## config.mk

```make
export PLATFORM = sky130hd
export DESIGN_NAME = reg_dump_uart_flat
export DESIGN_NICKNAME = d
export VERILOG_FILES = /design/src/rtl/reg_dump_uart_if.sv /design/src/rtl/reg_dump_uart.sv /design/src/flat_wrapper.sv
export SDC_FILE = /design/constraint.sdc
export NUM_CORES = 1
export LEC_CHECK = 0
export ABC_AREA = 1
export BUFFER_PORTS_ARGS = -buffer_cell sky130_fd_sc_hd__buf_2
export CAP_MARGIN = 20
export CORE_AREA = 5 5 399 401
export DETAILED_ROUTE_END_ITERATION = 8
export DIE_AREA = 0 0 404 406
export PLACE_DENSITY = 0.51
export SLEW_MARGIN = 10
export SYNTH_ARGS = -nofsm -noshare
export SYNTH_HDL_FRONTEND = slang
export SYNTH_SLANG_ARGS = --single-unit
```

## constraint.sdc

```tcl
create_clock -name clk -period 23.4 [get_ports clk]
set_input_delay 1.17 -clock clk [delete_from_list [all_inputs] [get_ports clk]]
set_output_delay 1.17 -clock clk [all_outputs]
set_load 0.03 [all_outputs]
```

## src/rtl/reg_dump_uart_if.sv

```systemverilog
// Handshake and data bundle between a debug host and the register-dump UART.
// The host drives start and the live register view; the UART returns the serial line and status.
interface reg_dump_uart_if;
    logic        start;
    logic [31:0] dbg_regs [0:31];
    logic        tx;
    logic        busy;
    logic        done;

    modport master (output start, dbg_regs, input tx, busy, done);
    modport slave  (input start, dbg_regs, output tx, busy, done);
endinterface

```

## src/rtl/reg_dump_uart.sv

```systemverilog
// Streams a snapshot of the 32-entry register file over an 8N1 UART as a
// 129-byte frame: SYNC_BYTE followed by x0..x31, each sent MSB-first.
module reg_dump_uart #(
    parameter int unsigned CLKS_PER_BIT = 434,
    parameter logic [7:0]  SYNC_BYTE    = 8'hA5
) (
    input  logic            clk,
    input  logic            reset,
    reg_dump_uart_if.slave  bus
);

    localparam int              CNT_W     = (CLKS_PER_BIT > 1) ? $clog2(CLKS_PER_BIT) : 1;
    localparam logic [CNT_W-1:0] CNT_LAST = CNT_W'(CLKS_PER_BIT - 1);
    localparam logic [7:0]      LAST_BYTE = 8'd128;

    typedef enum logic [1:0] {
        IDLE,
        START_BIT,
        DATA_BITS,
        STOP_BIT
    } state_t;

    state_t           r_state,    w_state_nxt;
    logic [CNT_W-1:0] r_clk_cnt,  w_clk_cnt_nxt;
    logic [2:0]       r_bit_idx,  w_bit_idx_nxt;
    logic [7:0]       r_byte_idx, w_byte_idx_nxt;
    logic             r_done,     w_done_nxt;
    logic [31:0]      r_snap [0:31];

    logic             w_accept;
    logic             w_bit_end;
    logic [6:0]       w_payload_idx;
    logic [31:0]      w_cur_word;
    logic [7:0]       w_cur_byte;
    logic             w_tx;

    assign w_accept      = (r_state == IDLE) && bus.start;
    assign w_bit_end     = (r_clk_cnt == CNT_LAST);
    // Byte 0 is the header, so payload byte k lives at frame index k+1.
    assign w_payload_idx = 7'(r_byte_idx - 8'd1);
    assign w_cur_word    = (w_payload_idx[6:2] == 5'd0) ? 32'h0 : r_snap[w_payload_idx[6:2]];

    always_comb begin
        w_cur_byte = SYNC_BYTE;
        if (r_byte_idx != 8'd0) begin
            case (w_payload_idx[1:0])
                2'd0:    w_cur_byte = w_cur_word[31:24];
                2'd1:    w_cur_byte = w_cur_word[23:16];
                2'd2:    w_cur_byte = w_cur_word[15:8];
                default: w_cur_byte = w_cur_word[7:0];
            endcase
        end
    end

    // NOTE: snapshot storage carries no reset; its contents only matter after an accepted start reloads it.
    always_ff @(posedge clk) begin
        if (w_accept) begin
            r_snap <= bus.dbg_regs;
        end
    end

    // NOTE: sequential state uses non-blocking assignments so every register samples pre-edge values.
    always_ff @(posedge clk or negedge reset) begin
        if (!reset) begin
            r_state    <= IDLE;
            r_clk_cnt  <= '0;
            r_bit_idx  <= '0;
            r_byte_idx <= '0;
            r_done     <= 1'b0;
        end else begin
            r_state    <= w_state_nxt;
            r_clk_cnt  <= w_clk_cnt_nxt;
            r_bit_idx  <= w_bit_idx_nxt;
            r_byte_idx <= w_byte_idx_nxt;
            r_done     <= w_done_nxt;
        end
    end

    // NOTE: every output of this block gets a default first so no path can infer a latch.
    always_comb begin
        w_state_nxt    = r_state;
        w_clk_cnt_nxt  = w_bit_end ? '0 : r_clk_cnt + CNT_W'(1);
        w_bit_idx_nxt  = r_bit_idx;
        w_byte_idx_nxt = r_byte_idx;
        w_done_nxt     = 1'b0;
        w_tx           = 1'b1;

        case (r_state)
            IDLE: begin
                w_clk_cnt_nxt = '0;
                if (bus.start) begin
                    w_state_nxt    = START_BIT;
                    w_bit_idx_nxt  = '0;
                    w_byte_idx_nxt = '0;
                end
            end
            START_BIT: begin
                w_tx = 1'b0;
                if (w_bit_end) begin
                    w_state_nxt   = DATA_BITS;
                    w_bit_idx_nxt = '0;
                end
            end
            DATA_BITS: begin
                w_tx = w_cur_byte[r_bit_idx];
                if (w_bit_end) begin
                    if (r_bit_idx == 3'd7) begin
                        w_state_nxt = STOP_BIT;
                    end else begin
                        w_bit_idx_nxt = r_bit_idx + 3'd1;
                    end
                end
            end
            STOP_BIT: begin
                if (w_bit_end) begin
                    if (r_byte_idx < LAST_BYTE) begin
                        w_state_nxt    = START_BIT;
                        w_byte_idx_nxt = r_byte_idx + 8'd1;
                    end else begin
                        w_state_nxt    = IDLE;
                        w_byte_idx_nxt = '0;
                        w_done_nxt     = 1'b1;
                    end
                end
            end
            default: w_state_nxt = IDLE;
        endcase
    end

    assign bus.tx   = w_tx;
    assign bus.busy = (r_state != IDLE);
    assign bus.done = r_done;

endmodule

```

## src/flat_wrapper.sv

```systemverilog
// flat-port wrapper written by rule: the top's interface ports become plain ports
module reg_dump_uart_flat 
#(
    parameter int unsigned CLKS_PER_BIT = 434,
    parameter logic [7:0]  SYNC_BYTE    = 8'hA5
)
  (clk, reset, bus_start, bus_dbg_regs, bus_tx, bus_busy, bus_done);
  reg_dump_uart_if bus_i ();
  input  logic clk;
  input  logic reset;
  input wire logic [$bits(bus_i.start)-1:0] bus_start;
  input wire logic [$bits(bus_i.dbg_regs)-1:0] bus_dbg_regs;
  output wire logic [$bits(bus_i.tx)-1:0] bus_tx;
  output wire logic [$bits(bus_i.busy)-1:0] bus_busy;
  output wire logic [$bits(bus_i.done)-1:0] bus_done;
  assign bus_i.start = bus_start;
  assign bus_i.dbg_regs = {>>{bus_dbg_regs}};
  assign bus_tx = bus_i.tx;
  assign bus_busy = bus_i.busy;
  assign bus_done = bus_i.done;
  reg_dump_uart #(.CLKS_PER_BIT(CLKS_PER_BIT), .SYNC_BYTE(SYNC_BYTE)) u_core (.clk(clk), .reset(reset), .bus(bus_i));
endmodule
```

==> impl_metrics.csv, run 1 <==
group,metric,value,unit
status,status,"completed",
global_routing,antenna_found_initial,129,
logic_synthesis,yosys.area.top_type_share,0.692,
worst_setup_path,critPathBufInv,4,
power,total_power,4.03,mW
logic_synthesis,async_flop_share,0.0220,
global_routing,grt_use_met1,0.272,
logic_synthesis,yosysSeqAreaShare,0.705,
clock_tree,htree_levels,3,
logic_synthesis,ys_types,36,
clock_tree,cts_sinks,1047,
placed_design,numPortBuffers,1029,
drt,wl_per_cell,25.6,um
placed_design,place_congestion,0.854,
logic_synthesis,synth_area,44400,um^2
logic_synthesis,postSynthAreaPerCell,10.7,um^2
floorplanning,die_area,164000,um^2
logic_synthesis,synth-edff-count,1024,
global_routing,grt_pass1_vias,33067,
sta,fin_crit_sh,0.350,
logic_synthesis,yosysMostFrequentCell,"nand2_1",
sta,fmax,122,MHz
finish,nets,6158,
drt,drt_pass1_iterations,5,
clock_tree,clk_root_buffer_cell,"clkbuf_16",
power,ir_drop,0.0568,mV
placed_design,pre_cts_slack,15.84,ns
global_routing,grt_usage,0.219,
drt,drt_iter0_markers,3628,
drt,vias,34198,
power,cellPowerDensity,72.7,nW/um^2
logic_synthesis,synth_warnings,0,
sta,rsz0062_at_grt,"no",
logic_synthesis,syn_inst,4146,
worst_setup_path,worst-setup-path-type,"reg -> out",
logic_synthesis,syn_nets,5186,
sta,finalHoldViolCount,0,
floorplanning,die_w,404,um
worst_setup_path,worstSetupEndpointType,"output pin",
global_routing,met3_usage,0.0531,
logic_synthesis,synth_area_leader_cell,"edfxtp_1",
worst_setup_path,max_stage_delay,0.75,ns
global_routing,grt_pass1_wl,252000,um
worst_setup_path,r2r_cells,6,
sta,tns,0,ns
finish,drive_gt1_frac,0.242,
worst_setup_path,cp.arrival,7.02,ns
sta,fin_ws,15.21,ns
sta,finClkSkew,0.0208,ns
logic_synthesis,yosys_most_used_dff,"edfxtp_1",
drt,routed_wirelength,188000,um
logic_synthesis,synth.top_cells.by_area,"edfxtp_1 69%, nand2_1 13%, nand3_1 4.8%, inv_1 2.8%, nor2_1 1.9%",
sta,finalMaxSlewViolations,0,
clock_tree,cts_inserted_buffers,121,
floorplanning,fp-row-count,145,
drt,vias_per_cell,4.66,
finish,syn_to_final_growth,24.9,%
worst_setup_path,cp.required,22.23,ns
worst_setup_path,start_kind,"register",
clock_tree,cts_tree,"yes",
floorplanning,die_y,406,um
power,leakagePower,23.2,nW
finish,layout.cells.non_filler,7345,
drt,ant_nets,0,
clock_tree,cts_hold_buf,0,
drt,drc,0,
sta,finalSetupViolCount,0,
floorplanning,io_pins,1030,
global_routing,grt_overflow,0,
worst_setup_path,r2r-end,"u_core.r_snap[916]$_DFFE_PP_",
run,cap_violations,0,
worst_setup_path,reg2reg_from,"u_core.r_state[0]$_DFFE_PN0P_",
placed_design,hpwl,138000,um
worst_setup_path,path_delay_family,"simple AND/OR/NAND/NOR gates",
global_routing,grt_max_degree,186,
worst_setup_path,path_cells,"inv_1 > ha_1 > nand2_2 > nand2_8 > buf_4 > buf_4 > nand2_1 > o21ai_1 > nand2_1 > nand2_1 > nand2_1 > nand3_1 > nand3_1 > nand3_1 > nand4_1 > nand2_1 > nand2_1 > nand2_1 > nand2_1 > nand3_1 > nand2_1 > nand2_1 > nand2_1 > buf_2",
clock_tree,clkTransAtPathRegs,0.06,ns
worst_hold_path,min_path_type,"in -> async",
clock_tree,postCtsSetupBuffers,0,
clock_tree,ctsLongestPathBuffers,3,
sta,period_minus_slack,8.19,ns
worst_setup_path,ff2ff_setup_slack,19.45,ns
worst_setup_path,cp_max_fo,144,
sta,max_slew_margin,0.269,
sta,worst_slew_pin_slew,1.10,ns
clock_tree,clk_latency,0.73,ns
worst_setup_path,cp_common_cell,"nand2_1",
clock_tree,cts_resized,0,
logic_synthesis,synthTopCellsByCount,"1583 x nand2_1, 1024 x edfxtp_1, 428 x nand3_1",
floorplanning,core-area,155000,um^2
worst_setup_path,cpMaxStageDelayCell,"nand2_8",
logic_synthesis,synth-seq-cells,1047,
global_routing,busiest_layer,"met2",
global_routing,grt_use_met2,0.376,
floorplanning,start_util,0.286,
placed_design,dp_cells,7051,
==> where the power goes <==
part	total (mW)	internal [mW]	switching [mW]
sequential	2.06	2.06	0
combinational	0.0955	0.0594	0.0361
clock	1.88	1.08	0.805
==> state kept, by name, summed over array words and instances (netlist names) <==
| register | cells |
|---|---|
| u_core.r_state | 2 |
| u_core.r_bit_idx | 3 |
| u_core.bus.done | 1 |
| u_core.r_byte_idx | 8 |
| u_core.r_snap | 1024 |
| u_core.r_clk_cnt | 9 |
==> metrics by stage <==
stage | area [um^2] | hold slack, ns | utilization
after floorplan | 44400 | 0.461 | -
after global placement | 51400 | 0.483 | 0.331
after detailed placement | 51400 | 0.497 | 0.331
after CTS | 55300 | 0.389 | 0.356
after global routing | 55400 | 0.438 | 0.357
final | 55500 | 0.455 | 0.357
==> cell usage in the layout (no fill, tap or decap), types with 11 or more instances in the layout <==
master / count
nand2_1: 1580
buf_2: 1029
edfxtp_1: 1024
nand3_1: 428
inv_1: 334
nor2_1: 220
o21ai_0: 149
clkbuf_16: 122
o21ai_1: 90
diode_2: 68
buf_4: 33
clkinv_1: 28
dfrtp_1: 23
clkbuf_1: 22
clkinv_2: 22
a21oi_1: 14
ha_1: 13
bufinv_16: 11
==> metal layers <==
metal  wire length [um]  part of all wire  up-vias
met2              92200              0.49     1551
met1              75000              0.40    16407
met4               6350             0.034       54
met3              13900             0.074      357
met5                356            0.0019        -
li1                   -                 -    15829
==> cell families (layout without fill, tap and decap cells) <==
group | Yosys count | in the layout | synth area share
compound gates | 260 | 260 | 0.0297
xor+xnor | 4 | 4 | 0.000958
fa+ha+maj | 13 | 13 | 0.00366
buf+inv | 560 | 1633 | 0.0555
flops | 1047 | 1047 | 0.705
mux | 2 | 2 | 0.000451
other cells | 0 | 68 | 0
simple gates | 2260 | 2260 | 0.205
==> layout make-up <==
| class | count | area, um^2 |
|---|---|---|
| fillers | 15911 | 99800 |
| flip-flops and latches | 1047 | 31300 |
| multi-input cells | 2539 | 10700 |
| repair buffers | 1068 | 5520 |
| clock buffers | 144 | 3140 |
| well taps | 2058 | 2570 |
| inverters | 341 | 1300 |
| clock inverters | 80 | 742 |
| diodes | 68 | 170 |
==> worst max-delay path by stage <==
stage                                             to                              from  slack, ns  cells after the start
after global placement                        bus_tx  u_core.r_byte_idx[0]$_DFFE_PN0P_      15.85                     23
after global routing                          bus_tx  u_core.r_byte_idx[0]$_DFFE_PN0P_      14.64                     24
after CTS                                     bus_tx  u_core.r_byte_idx[0]$_DFFE_PN0P_      14.99                     23
after detailed placement                      bus_tx  u_core.r_byte_idx[0]$_DFFE_PN0P_      15.84                     23
after floorplan           u_core.r_snap[0]$_DFFE_PP_                         bus_start       1.03                      2
final                                         bus_tx  u_core.r_byte_idx[0]$_DFFE_PN0P_      15.21                     24
Power figures use the tool's default switching activity.
==> run 2: changes to the inputs <==
CORE_AREA = 5 5 404 406   (was 5 5 399 401)
DIE_AREA = 0 0 409 411   (was 0 0 404 406)
PLACE_DENSITY = 0.48   (was 0.51)
clock period = 8.1 ns   (was 23.4 ns; I/O delays follow)
==> run 2 against run 1 <==
  * Non-clock buffer count increased by 1027
  * Total power grew to 3.0 times the previous value
  * Critical path type unchanged
  * Utilization rose by 5.7 points
  * Largest cell class unchanged
  * Register-to-register slack lost 15 ns
  * Flip-flop and latch count is the same
  * Critical endpoint unchanged
  * Worst setup slack got worse by 14 ns
  * Largest power group unchanged
  * Cell area is 19% higher
==> impl_metrics.csv, run 2 (synthesized netlist as in run 1, its figures left out) <==
group,metric,value,unit
placed_design,place_congestion,0.876,
worst_setup_path,cp_common_cell,"nand2_1",
sta,max_slew_margin,0.233,
floorplanning,start_util,0.279,
worst_setup_path,path_cells,"inv_1 > ha_1 > nand2_2 > nand2_8 > buf_12 > nand2_1 > nand2_1 > nand2_1 > nand2_1 > nand2_1 > nand3_1 > nand3_1 > nand3_1 > nand4_1 > nand2_1 > nand2_1 > nand2_1 > nand2_1 > nand3_1 > nand2_1 > nand2_1 > nand2_1 > buf_2",
sta,period_minus_slack,6.86,ns
finish,nets,7184,
worst_setup_path,cp.required,7.70,ns
finish,reg_top3,"u_core.r_snap (1024), u_core.r_clk_cnt (9), u_core.r_byte_idx (8)",
finish,utilization,0.414,
drt,drt_iter0_markers,3437,
sta,finalSetupViolCount,0,
floorplanning,core-area,159000,um^2
finish,regMostFlops,"u_core.r_snap",
power,ir_drop,0.177,mV
finish,layout_commonest_cell,"nand2_1",
sta,fin_crit_sh,0.847,
floorplanning,die_w,409,um
sta,rsz0062_at_grt,"no",
sta,finalMaxSlewViolations,0,
drt,routed_wirelength,202000,um
worst_hold_path,min_path_type,"in -> reg",
global_routing,antenna_found_initial,76,
worst_setup_path,worstSetupEndpointType,"output pin",
drt,ant_nets,0,
worst_setup_path,max_stage_delay,0.77,ns
placed_design,hpwl,140000,um
clock_tree,cts_inserted_buffers,120,
clock_tree,cts_hold_buf,1025,
clock_tree,cts_tree,"yes",
global_routing,grt_pass1_wl,281000,um
sta,tns,0,ns
sta,finClkSkew,0.0285,ns
global_routing,grt_use_met2,0.403,
global_routing,met3_usage,0.0441,
clock_tree,postCtsSetupBuffers,0,
finish,nFillCells,15269,
drt,vias,38404,
clock_tree,cts_resized,0,
global_routing,busiest_layer,"met2",
drt,drc,0,
global_routing,grt_pass1_vias,39665,
sta,worst_slew_pin_slew,1.15,ns
finish,mostFrequentLayoutCells,"1579 x nand2_1, 1029 x buf_2, 1025 x dlygate4sd3_1, 1024 x edfxtp_1, 428 x nand3_1",
sta,fmax,146,MHz
clock_tree,htree_levels,3,
placed_design,numPortBuffers,1029,
global_routing,grt_usage,0.232,
power,leakagePower,27.5,nW
finish,syn_to_final_growth,48.6,%
worst_setup_path,cp.arrival,6.46,ns
worst_setup_path,cp_max_fo,108,
clock_tree,ctsLongestPathBuffers,3,
clock_tree,clk_latency,0.75,ns
clock_tree,clkTransAtPathRegs,0.06,ns
drt,drt_pass1_iterations,6,
global_routing,grt_use_met1,0.285,
worst_setup_path,start_kind,"register",
floorplanning,fp-row-count,147,
global_routing,grt_max_degree,153,
floorplanning,die_y,411,um
sta,finalHoldViolCount,0,
status,status,"completed",
floorplanning,die_area,168000,um^2
power,cellPowerDensity,186,nW/um^2
worst_setup_path,cpMaxStageDelayCell,"ha_1",
run,cap_violations,0,
global_routing,grt_overflow,0,
finish,largest_reg_flops,1024,
drt,vias_per_cell,4.58,
floorplanning,io_pins,1030,
finish,drive_gt1_frac,0.204,
drt,wl_per_cell,24.1,um
worst_setup_path,worst-setup-path-type,"reg -> out",
clock_tree,cts_sinks,1047,
clock_tree,clk_root_buffer_cell,"clkbuf_16",
run 2: where the power goes:
group	internal, mW	switching (mW)	leakage, nW
Sequential	5.94	0	9.45
Clock	3.21	2.38	1.94
Combinational	0.497	0.232	16.1
run 2: final cells by class:
type                            instances  area, um^2  share of cell area
Inverter                              341        1300              0.0196
Clock buffer                          137        3110              0.0471
Sequential cell                      1047       31300               0.474
Timing Repair Buffer                 2095       15900               0.241
Multi-Input combinational cell       2539       10700               0.163
Tap cell                             2086        2610              0.0395
Antenna cell                           61         153             0.00231
Clock inverter                         86         902              0.0137
run 2: worst max-delay path, delay by kind of cell (launching register included):
kind          cells  cell delay (ns)
simple gates     19             3.42
buf+inv           3             0.89
fa+ha+maj         1             0.77
flops             1             0.42
run 2: per-layer routing:
| metal | share of wire | vias up |
|---|---|---|
| met5 | 0.00053 | - |
| li1 | - | 17889 |
| met4 | 0.041 | 16 |
| met1 | 0.40 | 18437 |
| met3 | 0.061 | 448 |
| met2 | 0.49 | 1614 |
run 2: worst paths after layout:
| kind | start | endpoint | slack [ns] | cells past startpoint |
|---|---|---|---|---|
| min | bus_start | u_core.r_state[1]$_DFFE_PN0P_ | 0.29 | 6 |
| max | u_core.r_byte_idx[0]$_DFFE_PN0P_ | bus_tx | 1.24 | 23 |
| min reg2reg | u_core.r_clk_cnt[0]$_DFF_PN0_ | u_core.r_clk_cnt[0]$_DFF_PN0_ | 0.50 | 1 |
| max in group asynchronous | reset | u_core.r_bit_idx[0]$_DFFE_PN0P_ | 7.40 | 2 |
| min in group asynchronous | reset | u_core.r_byte_idx[5]$_DFFE_PN0P_ | 0.31 | 2 |
| max reg2reg | u_core.r_state[1]$_DFFE_PN0P_ | u_core.r_snap[381]$_DFFE_PP_ | 4.72 | 6 |
run 2: through the flow:
| stage | power (mW) | hold slack (ns) | setup WS (ns) | cells | area (um^2) |
|---|---|---|---|---|---|
| after floorplan | 6.06 | 0.109 | -8.43 | 4146 | 44500 |
| after global placement | 6.33 | 0.442 | 1.61 | 7082 | 51600 |
| after detailed placement | 6.34 | 0.451 | 1.51 | 7083 | 51600 |
| after CTS | 12.4 | 0.209 | 0.668 | 8331 | 65900 |
| after global routing | 12.6 | 0.299 | 0.557 | 8381 | 66000 |
| final | 12.3 | 0.288 | 1.24 | 8392 | 66100 |
